$ cat src/rtl/mii_pkg.sv
// Shared definitions for the MII byte generator and the 64-bit byte packer.
package mii_pkg;

   // Control character codes on the 8-bit MII side
   localparam logic [7:0] MII_IDLE  = 8'h07;
   localparam logic [7:0] MII_START = 8'hFB;
   localparam logic [7:0] MII_TERM  = 8'hFD;
   localparam logic [7:0] MII_ERROR = 8'hFE;

   // Lane geometry of the packed word
   localparam int LANE_BITS  = 8;
   localparam int NUM_LANES  = 8;
   localparam int LANE_IDX_W = 3;

   // Frame tracking state of the packer
   typedef enum logic {
      LINK_IDLE = 1'b0,
      IN_FRAME  = 1'b1
   } link_state_t;

   // Upstream byte generator state, kept here so both blocks share one source
   typedef enum logic [1:0] {
      GEN_IDLE  = 2'd0,
      GEN_START = 2'd1,
      GEN_DATA  = 2'd2,
      GEN_TERM  = 2'd3
   } state_t;

   // True when a control byte is one of the three characters the link defines
   function automatic logic is_known_ctrl(input logic [7:0] code,
                                          input logic [7:0] idle_code,
                                          input logic [7:0] start_code,
                                          input logic [7:0] term_code);
      return (code == idle_code) || (code == start_code) || (code == term_code);
   endfunction

endpackage

$ cat src/rtl/mii_out_reg.sv
// One-entry valid/ready holding register. A word arriving while the held
// word is stalled is dropped and recorded in a sticky overflow flag.
module mii_out_reg #(
   parameter int                    DATA_WIDTH = 64,
   parameter int                    CTRL_WIDTH = DATA_WIDTH / 8,
   parameter logic [DATA_WIDTH-1:0] RESET_DATA = '0
) (
   input  logic                  clk,
   input  logic                  i_rst,
   input  logic                  i_load,
   input  logic [DATA_WIDTH-1:0] i_data,
   input  logic [CTRL_WIDTH-1:0] i_ctrl,
   input  logic                  i_ready,
   output logic [DATA_WIDTH-1:0] o_data,
   output logic [CTRL_WIDTH-1:0] o_ctrl,
   output logic                  o_valid,
   output logic                  o_overflow
);

   logic [DATA_WIDTH-1:0] r_data;
   logic [CTRL_WIDTH-1:0] r_ctrl;
   logic                  r_valid;
   logic                  r_overflow;
   logic                  w_stalled;

   // The held word can only be replaced if it is empty or leaving this cycle
   assign w_stalled = r_valid && !i_ready;

   // Load, hold, or drop; data is never cleared so it stays stable when idle
   always_ff @(posedge clk or posedge i_rst) begin
      if (i_rst) begin
         r_data     <= RESET_DATA;
         r_ctrl     <= '1;
         r_valid    <= 1'b0;
         r_overflow <= 1'b0;
      end else if (i_load) begin
         if (w_stalled) begin
            r_overflow <= 1'b1;
         end else begin
            r_data  <= i_data;
            r_ctrl  <= i_ctrl;
            r_valid <= 1'b1;
         end
      end else if (r_valid && i_ready) begin
         r_valid <= 1'b0;
      end
   end

   assign o_data     = r_data;
   assign o_ctrl     = r_ctrl;
   assign o_valid    = r_valid;
   assign o_overflow = r_overflow;

endmodule

$ cat src/rtl/mii_byte_packer.sv
// Packs 8-bit MII bytes into DATA_WIDTH-bit words with per-lane control,
// realigning every START to lane 0 and tracking frame-level protocol errors.
module mii_byte_packer
   import mii_pkg::*;
#(
   parameter int         DATA_WIDTH     = 64,
   parameter int         CTRL_WIDTH     = DATA_WIDTH / 8,
   parameter logic [7:0] IDLE_CODE      = MII_IDLE,
   parameter logic [7:0] START_CODE     = MII_START,
   parameter logic [7:0] TERMINATE_CODE = MII_TERM,
   parameter logic [7:0] ERROR_CODE     = MII_ERROR
) (
   input  logic                  clk,
   input  logic                  i_rst,
   input  logic                  i_valid,
   input  logic [7:0]            i_tx_data,
   input  logic                  i_tx_ctrl,
   output logic [DATA_WIDTH-1:0] o_data,
   output logic [CTRL_WIDTH-1:0] o_ctrl,
   output logic                  o_valid,
   input  logic                  i_ready,
   output logic                  o_overflow,
   output logic                  o_proto_err
);

   localparam int                    LANE_W    = $clog2(CTRL_WIDTH);
   localparam logic [LANE_W-1:0]     LAST_LANE = LANE_W'(CTRL_WIDTH - 1);
   localparam logic [DATA_WIDTH-1:0] IDLE_WORD = {CTRL_WIDTH{IDLE_CODE}};

   logic [DATA_WIDTH-1:0] r_acc_data;
   logic [CTRL_WIDTH-1:0] r_acc_ctrl;
   logic [LANE_W-1:0]     r_lane;
   link_state_t           r_state;
   logic                  r_proto_err;

   logic                  w_unknown;
   logic [7:0]            w_byte;
   logic                  w_is_start;
   logic                  w_is_term;
   logic                  w_is_idle;
   logic                  w_pad;
   logic                  w_done;
   logic                  w_violation;
   logic [DATA_WIDTH-1:0] w_word_data;
   logic [CTRL_WIDTH-1:0] w_word_ctrl;

   // Classify the incoming byte; unknown control codes become ERROR_CODE
   assign w_unknown  = i_tx_ctrl && !is_known_ctrl(i_tx_data, IDLE_CODE, START_CODE, TERMINATE_CODE);
   assign w_byte     = w_unknown ? ERROR_CODE : i_tx_data;
   assign w_is_start = i_tx_ctrl && (i_tx_data == START_CODE);
   assign w_is_term  = i_tx_ctrl && (i_tx_data == TERMINATE_CODE);
   assign w_is_idle  = i_tx_ctrl && (i_tx_data == IDLE_CODE);

   // A mid-word START flushes the partial word; lane 7 completes a full one
   assign w_pad  = i_valid && w_is_start && (r_lane != '0);
   assign w_done = i_valid && ((r_lane == LAST_LANE) || w_pad);

   // Completed word per lane: padding fills the unwritten tail with IDLE
   generate
      for (genvar gi = 0; gi < CTRL_WIDTH; gi++) begin : g_lane
         assign w_word_data[8*gi +: 8] =
            w_pad ? ((LANE_W'(gi) < r_lane) ? r_acc_data[8*gi +: 8] : IDLE_CODE)
                  : ((LANE_W'(gi) == r_lane) ? w_byte : r_acc_data[8*gi +: 8]);
         assign w_word_ctrl[gi] =
            w_pad ? ((LANE_W'(gi) < r_lane) ? r_acc_ctrl[gi] : 1'b1)
                  : ((LANE_W'(gi) == r_lane) ? i_tx_ctrl : r_acc_ctrl[gi]);
      end
   endgenerate

   // Lane accumulator: write the byte into the current lane or restart on START
   always_ff @(posedge clk or posedge i_rst) begin
      if (i_rst) begin
         r_acc_data <= IDLE_WORD;
         r_acc_ctrl <= '1;
         r_lane     <= '0;
      end else if (i_valid) begin
         if (w_pad) begin
            r_acc_data <= {{(CTRL_WIDTH-1){IDLE_CODE}}, START_CODE};
            r_acc_ctrl <= '1;
            r_lane     <= LANE_W'(1);
         end else begin
            r_acc_data[8*r_lane +: 8] <= w_byte;
            r_acc_ctrl[r_lane]        <= i_tx_ctrl;
            r_lane                    <= r_lane + 1'b1;
         end
      end
   end

   // Byte sequences that are illegal for the current frame state
   assign w_violation = w_unknown
                     || (w_is_start && (r_state == IN_FRAME))
                     || (w_is_term  && (r_state == LINK_IDLE))
                     || (!i_tx_ctrl && (r_state == LINK_IDLE))
                     || (w_is_idle  && (r_state == IN_FRAME));

   // Frame FSM with sticky protocol error flag
   always_ff @(posedge clk or posedge i_rst) begin
      if (i_rst) begin
         r_state     <= LINK_IDLE;
         r_proto_err <= 1'b0;
      end else if (i_valid) begin
         if (w_violation) begin
            r_proto_err <= 1'b1;
         end
         if (w_is_start) begin
            r_state <= IN_FRAME;
         end else if (w_is_term) begin
            r_state <= LINK_IDLE;
         end
      end
   end

   assign o_proto_err = r_proto_err;

   mii_out_reg #(
      .DATA_WIDTH (DATA_WIDTH),
      .CTRL_WIDTH (CTRL_WIDTH),
      .RESET_DATA (IDLE_WORD)
   ) u_out_reg (
      .clk        (clk),
      .i_rst      (i_rst),
      .i_load     (w_done),
      .i_data     (w_word_data),
      .i_ctrl     (w_word_ctrl),
      .i_ready    (i_ready),
      .o_data     (o_data),
      .o_ctrl     (o_ctrl),
      .o_valid    (o_valid),
      .o_overflow (o_overflow)
   );

endmodule

$ cat config.mk
export PLATFORM = sky130hd
export DESIGN_NAME = mii_byte_packer
export DESIGN_NICKNAME = d
export VERILOG_FILES = /design/src/rtl/mii_pkg.sv /design/src/rtl/mii_out_reg.sv /design/src/rtl/mii_byte_packer.sv
export SDC_FILE = /design/constraint.sdc
export NUM_CORES = 1
export LEC_CHECK = 0
export CORE_MARGIN = 2
export CORE_UTILIZATION = 60
export CTS_CLUSTER_SIZE = 8
export DETAILED_ROUTE_END_ITERATION = 7
export DONT_BUFFER_PORTS = 1
export PLACE_DENSITY = 0.76
export SKIP_LAST_GASP = 1
export SYNTH_ARGS = -nofsm -noshare
export SYNTH_HDL_FRONTEND = slang
export SYNTH_SLANG_ARGS = --single-unit
$ cat constraint.sdc
create_clock -name clk -period 6.19 [get_ports clk]
set_input_delay 0.9285 -clock clk [delete_from_list [all_inputs] [get_ports clk]]
set_output_delay 0.9285 -clock clk [all_outputs]
set_load 0.05 [all_outputs]
# Word-level counts from Yosys, hierarchy flattened
# Cells that the tools add are included.
# word_totals
output_inout_bits	75
regBits	151
wordCells	131
# classes
muxes	61
eq_ne	12
order_cmp	10
addsub	2
n_reduce_logical	33
n_bitwise	2
shifts	2
# ops
operator	n
8-bit two-way mux	26
64-bit bitwise mux	1
64-bit two-way mux	1
8-bit by 34-bit variable shift with 64-bit output (first input constant)	1
8-bit by 34-bit indexed part select with 64-bit output	1
6-bit negator with 34-bit output	1
1-bit two-way mux	30
8-bit == test (second input constant)	2
1-bit logical AND	14
3-bit == test (first input constant)	4
3-bit less-than comparator (first input constant)	4
2-bit AND reduction	5
8-bit bitwise mux	1
8-bit by 3-bit == test with 1-bit output (second input constant)	1
1-bit logical OR	7
2-bit by 3-bit == test with 1-bit output (first input constant)	2
1-bit by 3-bit less-than comparator with 1-bit output (first input constant)	2
2-bit by 3-bit less-than comparator with 1-bit output (first input constant)	2
3-bit by 4-bit less-than comparator with 1-bit output (second input constant)	1
2-bit nonzero test	2
3-bit by 1-bit adder with 3-bit output (second input constant)	1
1-bit demux with 3-bit select	1
1-bit by 3-bit == test with 1-bit output (first input constant)	1
3-bit == test (second input constant)	1
other kinds (7)	10

# Longest topological paths before layout
# logic_depth
word_depth	10
depth_mapped	11

# By module
# From an unflattened synthesis, not the netlist that was laid out.
# unflattened
hier_cells	620
hier_area_um2	7524.7
# by_module_without_submodules
mod	area_each_um2	n_inst	seq_area_each_um2	cells_each
mii_byte_packer	4436.8	1	1966.9	461
mii_out_reg	3088.0	1	1891.8	159

# Least setup slack after synthesis
# No wires, ideal clock.
# synth_timing
path_type	reg2reg
start	reg r_lane[0]
end	reg u_out_reg.r_data[16] (netlist: u_out_reg.o_data[16])
required_time_ns	6.122
setup_time_ns	0.068
t_arrival_ns	2.513
path_stages_with_launch	12
setup_slack_ns	3.610
cell_sequence	dfrtp_1 clkbuf_1 inv_1 ha_1 ha_1 and4bb_1 and4_4 buf_6 buf_6 mux2i_1 o22ai_1 nor2_1
# synth_between
elab_chain_len	5
elab_cells_between_ends	11
# synth_lines
item	line_no	text
start, declared	mii_byte_packer.sv:32	logic [LANE_W-1:0] r_lane;
start signal, assigned	mii_byte_packer.sv:84	r_lane <= r_lane + 1'b1;
parallel branches: the longest is 5 deep, another holds 2-bit by 3-bit less-than comparator with 1-bit output	n/a	
end signal, assigned	mii_out_reg.sv:40	r_data <= i_data;
end, declared	mii_out_reg.sv:20	logic [DATA_WIDTH-1:0] r_data;
# Parallel ways; which one is timed is not known.
# A chain may end at the register's enable or synchronous reset.

# Worst setup path after layout
# layout_timing
start	reg r_lane[0]
end	reg u_out_reg.r_data[2] (netlist: u_out_reg.o_data[2])
# layout_between
elab_chain_len	5
elab_cells_between_ends	11
# layout_lines
item
parallel branches: the longest is 5 deep, another holds 1-bit by 3-bit less-than comparator with 1-bit output
# Parallel ways; which one is timed is not known.

==> impl_metrics.ini <==
[floorplan]
die_h_microns = 110
die-area_sq_mm = 0.0121
row_count = 38
ios = 88
core_area_sq_mm = 0.0109
die_w_microns = 110
start_util = 0.618

[clock_network]
cts.sinks = 142
htreeDepth = 4
root_buffer = clkbuf_16
insertion_delay_ns = 0.42
post_cts_resized = 0
hold_buffers = 0
postCtsSetupBuffers = 0
ctsLongestPathBuffers = 2
clk_pin_slew_ns = 0.06
cts_tree = built
numCtsBuffers = 17

[layout]
n_antenna_cell = 0
drive_above_1_share = 0.178
nNetsFinal = 675
multi_input_area_sq_mm = 0.00282
finalNonFillerCells = 809
ff_latch_area_sq_mm = 0.00363
utilization = 0.672
syn_to_final_growth_pct = 8.70
fillCellCount = 824

[run]
cap_viol_max_count = 0

[placed_design]
dp_hpwl_microns = 11200
port_buffers = 0
pre_cts_ws_ns = 2.02
dp_cells = 777
gp_congestion = 0.918

[global_route]
gr-total-overflow = 0
grt_pass1_vias = 5201
grt_busiest_layer = met2
grt_util_all_layers = 0.302
grt_pass1_wl_microns = 27600
grt_max_degree = 87
gr-usage-met1 = 0.400
use_met2 = 0.467
gr-usage-met3 = 0.0847
antenna_found_initial = 0

[setup_path]
critical_path_class = register to register
crit_path_max_fanout = 60
arrival_ns = 4.69
reg2regPathDepth = 9
required_ns = 6.55
end_kind = register
start_kind = register

[yosys]
async_reset_ff_frac = 1.00
synth_top_area_share = 0.303
synth_ff_type = dfrtp_1
synthTopCellsByArea = dfrtp_1 (30%), dfstp_2 (23%), mux2i_1 (6.4%), nor2_1 (6.3%), nand2_1 (4.3%)
ys_warn_count = 0
syn_nets = 702
synth-edff-count = 0
synth_top_cell_by_area = dfrtp_1
ys_ff_latch = 142
netlist_area_sq_mm = 0.00676
syn_avg_cell_area_sq_um = 9.90
synth_cell_types = 58
ys_seq_area_frac = 0.537
syn_inst = 683

[drt]
via_count = 5193
ant_nets = 0
drt_iter0_markers = 638
first_pass_iters = 5
finalWirelength_microns = 17200
via_per_inst = 6.42
drc = 0
routedWlPerCell_microns = 21.3

[timing]
drv_slew = 0
fmax_mhz = 231
clock_skew_ns = 0.00708
period_needed_ns = 4.33
rsz0062_at_grt = no
fin_ws_ns = 1.86
hold_viol = 0
maxSlewHeadroom = 0.0790
setup_violations = 0
hold_ws_ns = 0.478
tightest_slew_ns = 1.38
setup_tns_ns = 0
finalCritPeriodShare = 0.700

[pwr]
p_leak_nw = 3.13
peakVddDrop_uv = 343
powerDensity_mw_per_mm2 = 618

[hold_path]
hold_depth = 2
hp-class = register to register

[outcome]
outcome = finished, final reports clean
==> kinds of logic (layout without fill, tap and decap cells) <==
logic type	count (synthesis)	in the layout	synth area share
AOI/OAI and AO/OA	170	170	0.166
xor gates and xnor gates	1	1	0.00130
adders and majority gates	6	6	0.0111
buffers and inverters	68	54	0.0468
DFF	142	142	0.537
muxes	49	49	0.0740
and+or+nand+nor	247	247	0.164
==> final timing paths <==
check / startpoint / to / slack, ns
setup / recovery: r_lane[0] / u_out_reg.o_data[2] / 1.86
hold / removal: r_acc_data[34] / u_out_reg.o_data[34] / 0.48
setup reg to reg: r_lane[0] / u_out_reg.o_data[2] / 1.86
hold reg to reg: r_acc_data[34] / u_out_reg.o_data[34] / 0.48
max in group asynchronous: i_rst / r_acc_data[19] / 4.53
min in group asynchronous: i_rst / r_acc_data[7] / 0.52
==> cell usage in the layout (no fill, tap or decap), types with 7 or more instances in the layout <==
| cell | netlist | routed |
|---|---|---|
| clkbuf_16 | 0 | 17 |
| a31oi_1 | 7 | 7 |
| a21oi_1 | 24 | 24 |
| o22ai_1 | 14 | 14 |
| a221oi_1 | 20 | 20 |
| dfstp_2 | 60 | 60 |
| o21ai_0 | 52 | 52 |
| nand3_1 | 15 | 15 |
| nand2_1 | 77 | 77 |
| nor2_1 | 114 | 114 |
| buf_4 | 7 | 8 |
| inv_1 | 14 | 13 |
| o211ai_1 | 8 | 8 |
| mux2i_1 | 43 | 43 |
| dfrtp_1 | 82 | 82 |
| nor2b_1 | 10 | 10 |
==> final cells by class <==
class | count | area share
sequential | 142 | 0.494
clock inverter | 12 | 0.0215
tap | 140 | 0.0238
timing repair buffer | 8 | 0.00817
multi-input combinational | 473 | 0.384
clock buffer | 20 | 0.0608
inverter | 14 | 0.00783
==> sequential cells by signal, summed over array words and instances, names as in the netlist <==
register,cells
u_out_reg.o_data,64
r_acc_data,56
u_out_reg.o_ctrl,8
r_acc_ctrl,7
r_lane,3
o_proto_err,1
r_state,1
u_out_reg.o_overflow,1
u_out_reg.o_valid,1
==> routing by layer <==
layer	vias to the layer above	part of all wire
met3	38	0.088
met5	-	0
met2	238	0.47
li1	2363	-
met1	2554	0.42
met4	0	0.025
==> where the power goes <==
part | total (mW) | internal [mW] | switching [mW]
Combinational | 0.912 | 0.372 | 0.540
Clock | 1.05 | 0.647 | 0.400
Sequential | 2.58 | 1.49 | 1.09
==> per-stage QoR <==
stage | power, mW | cell area [sq um]
2_1_floorplan | 3.21 | 6760
3_3_place_gp | 3.42 | 6750
3_5_place_dp | 3.49 | 6750
4_1_cts | 4.54 | 7350
5_1_grt | 4.77 | 7350
6_report | 4.54 | 7350
==> critical path, cell delays in order (launching register included) <==
cell and delay, ns:
dfrtp_1 0.54, inv_1 0.20, ha_1 0.21, ha_1 0.70, and4bb_1 0.31, and4_4 0.43, a21oi_4 0.97, buf_4 0.53
a211oi_1 0.11, a21o_1 0.21
==> synthesized netlist by cell type, types with 2 or more instances <==
| library cell | count |
|---|---|
| clkbuf_1 | 26 |
| buf_2 | 16 |
| a32oi_1 | 5 |
| a22o_1 | 4 |
| o21ai_0 | 52 |
| nor3_4 | 2 |
| a21o_1 | 2 |
| mux2_2 | 4 |
| dfstp_2 | 60 |
| buf_4 | 7 |
| mux2i_1 | 43 |
| o2bb2ai_1 | 3 |
| inv_1 | 14 |
| nand4_1 | 5 |
| a21oi_1 | 24 |
| dfrtp_1 | 82 |
| and4_1 | 2 |
| a21boi_1 | 2 |
| nor4b_2 | 2 |
| nor2_1 | 114 |
| buf_6 | 2 |
| o211ai_1 | 8 |
| nor2b_1 | 10 |
| a221oi_1 | 20 |
| a31o_2 | 4 |
| nor3_1 | 6 |
| a221o_1 | 5 |
| o32ai_1 | 5 |
| nand3_1 | 15 |
| nand2b_1 | 2 |
| o21ai_1 | 6 |
| o22ai_1 | 14 |
| o31ai_1 | 2 |
| buf_1 | 3 |
| a211oi_1 | 2 |
| nand2_1 | 77 |
| ha_1 | 6 |
| a31oi_1 | 7 |
(Power assumes the default switching activity.)
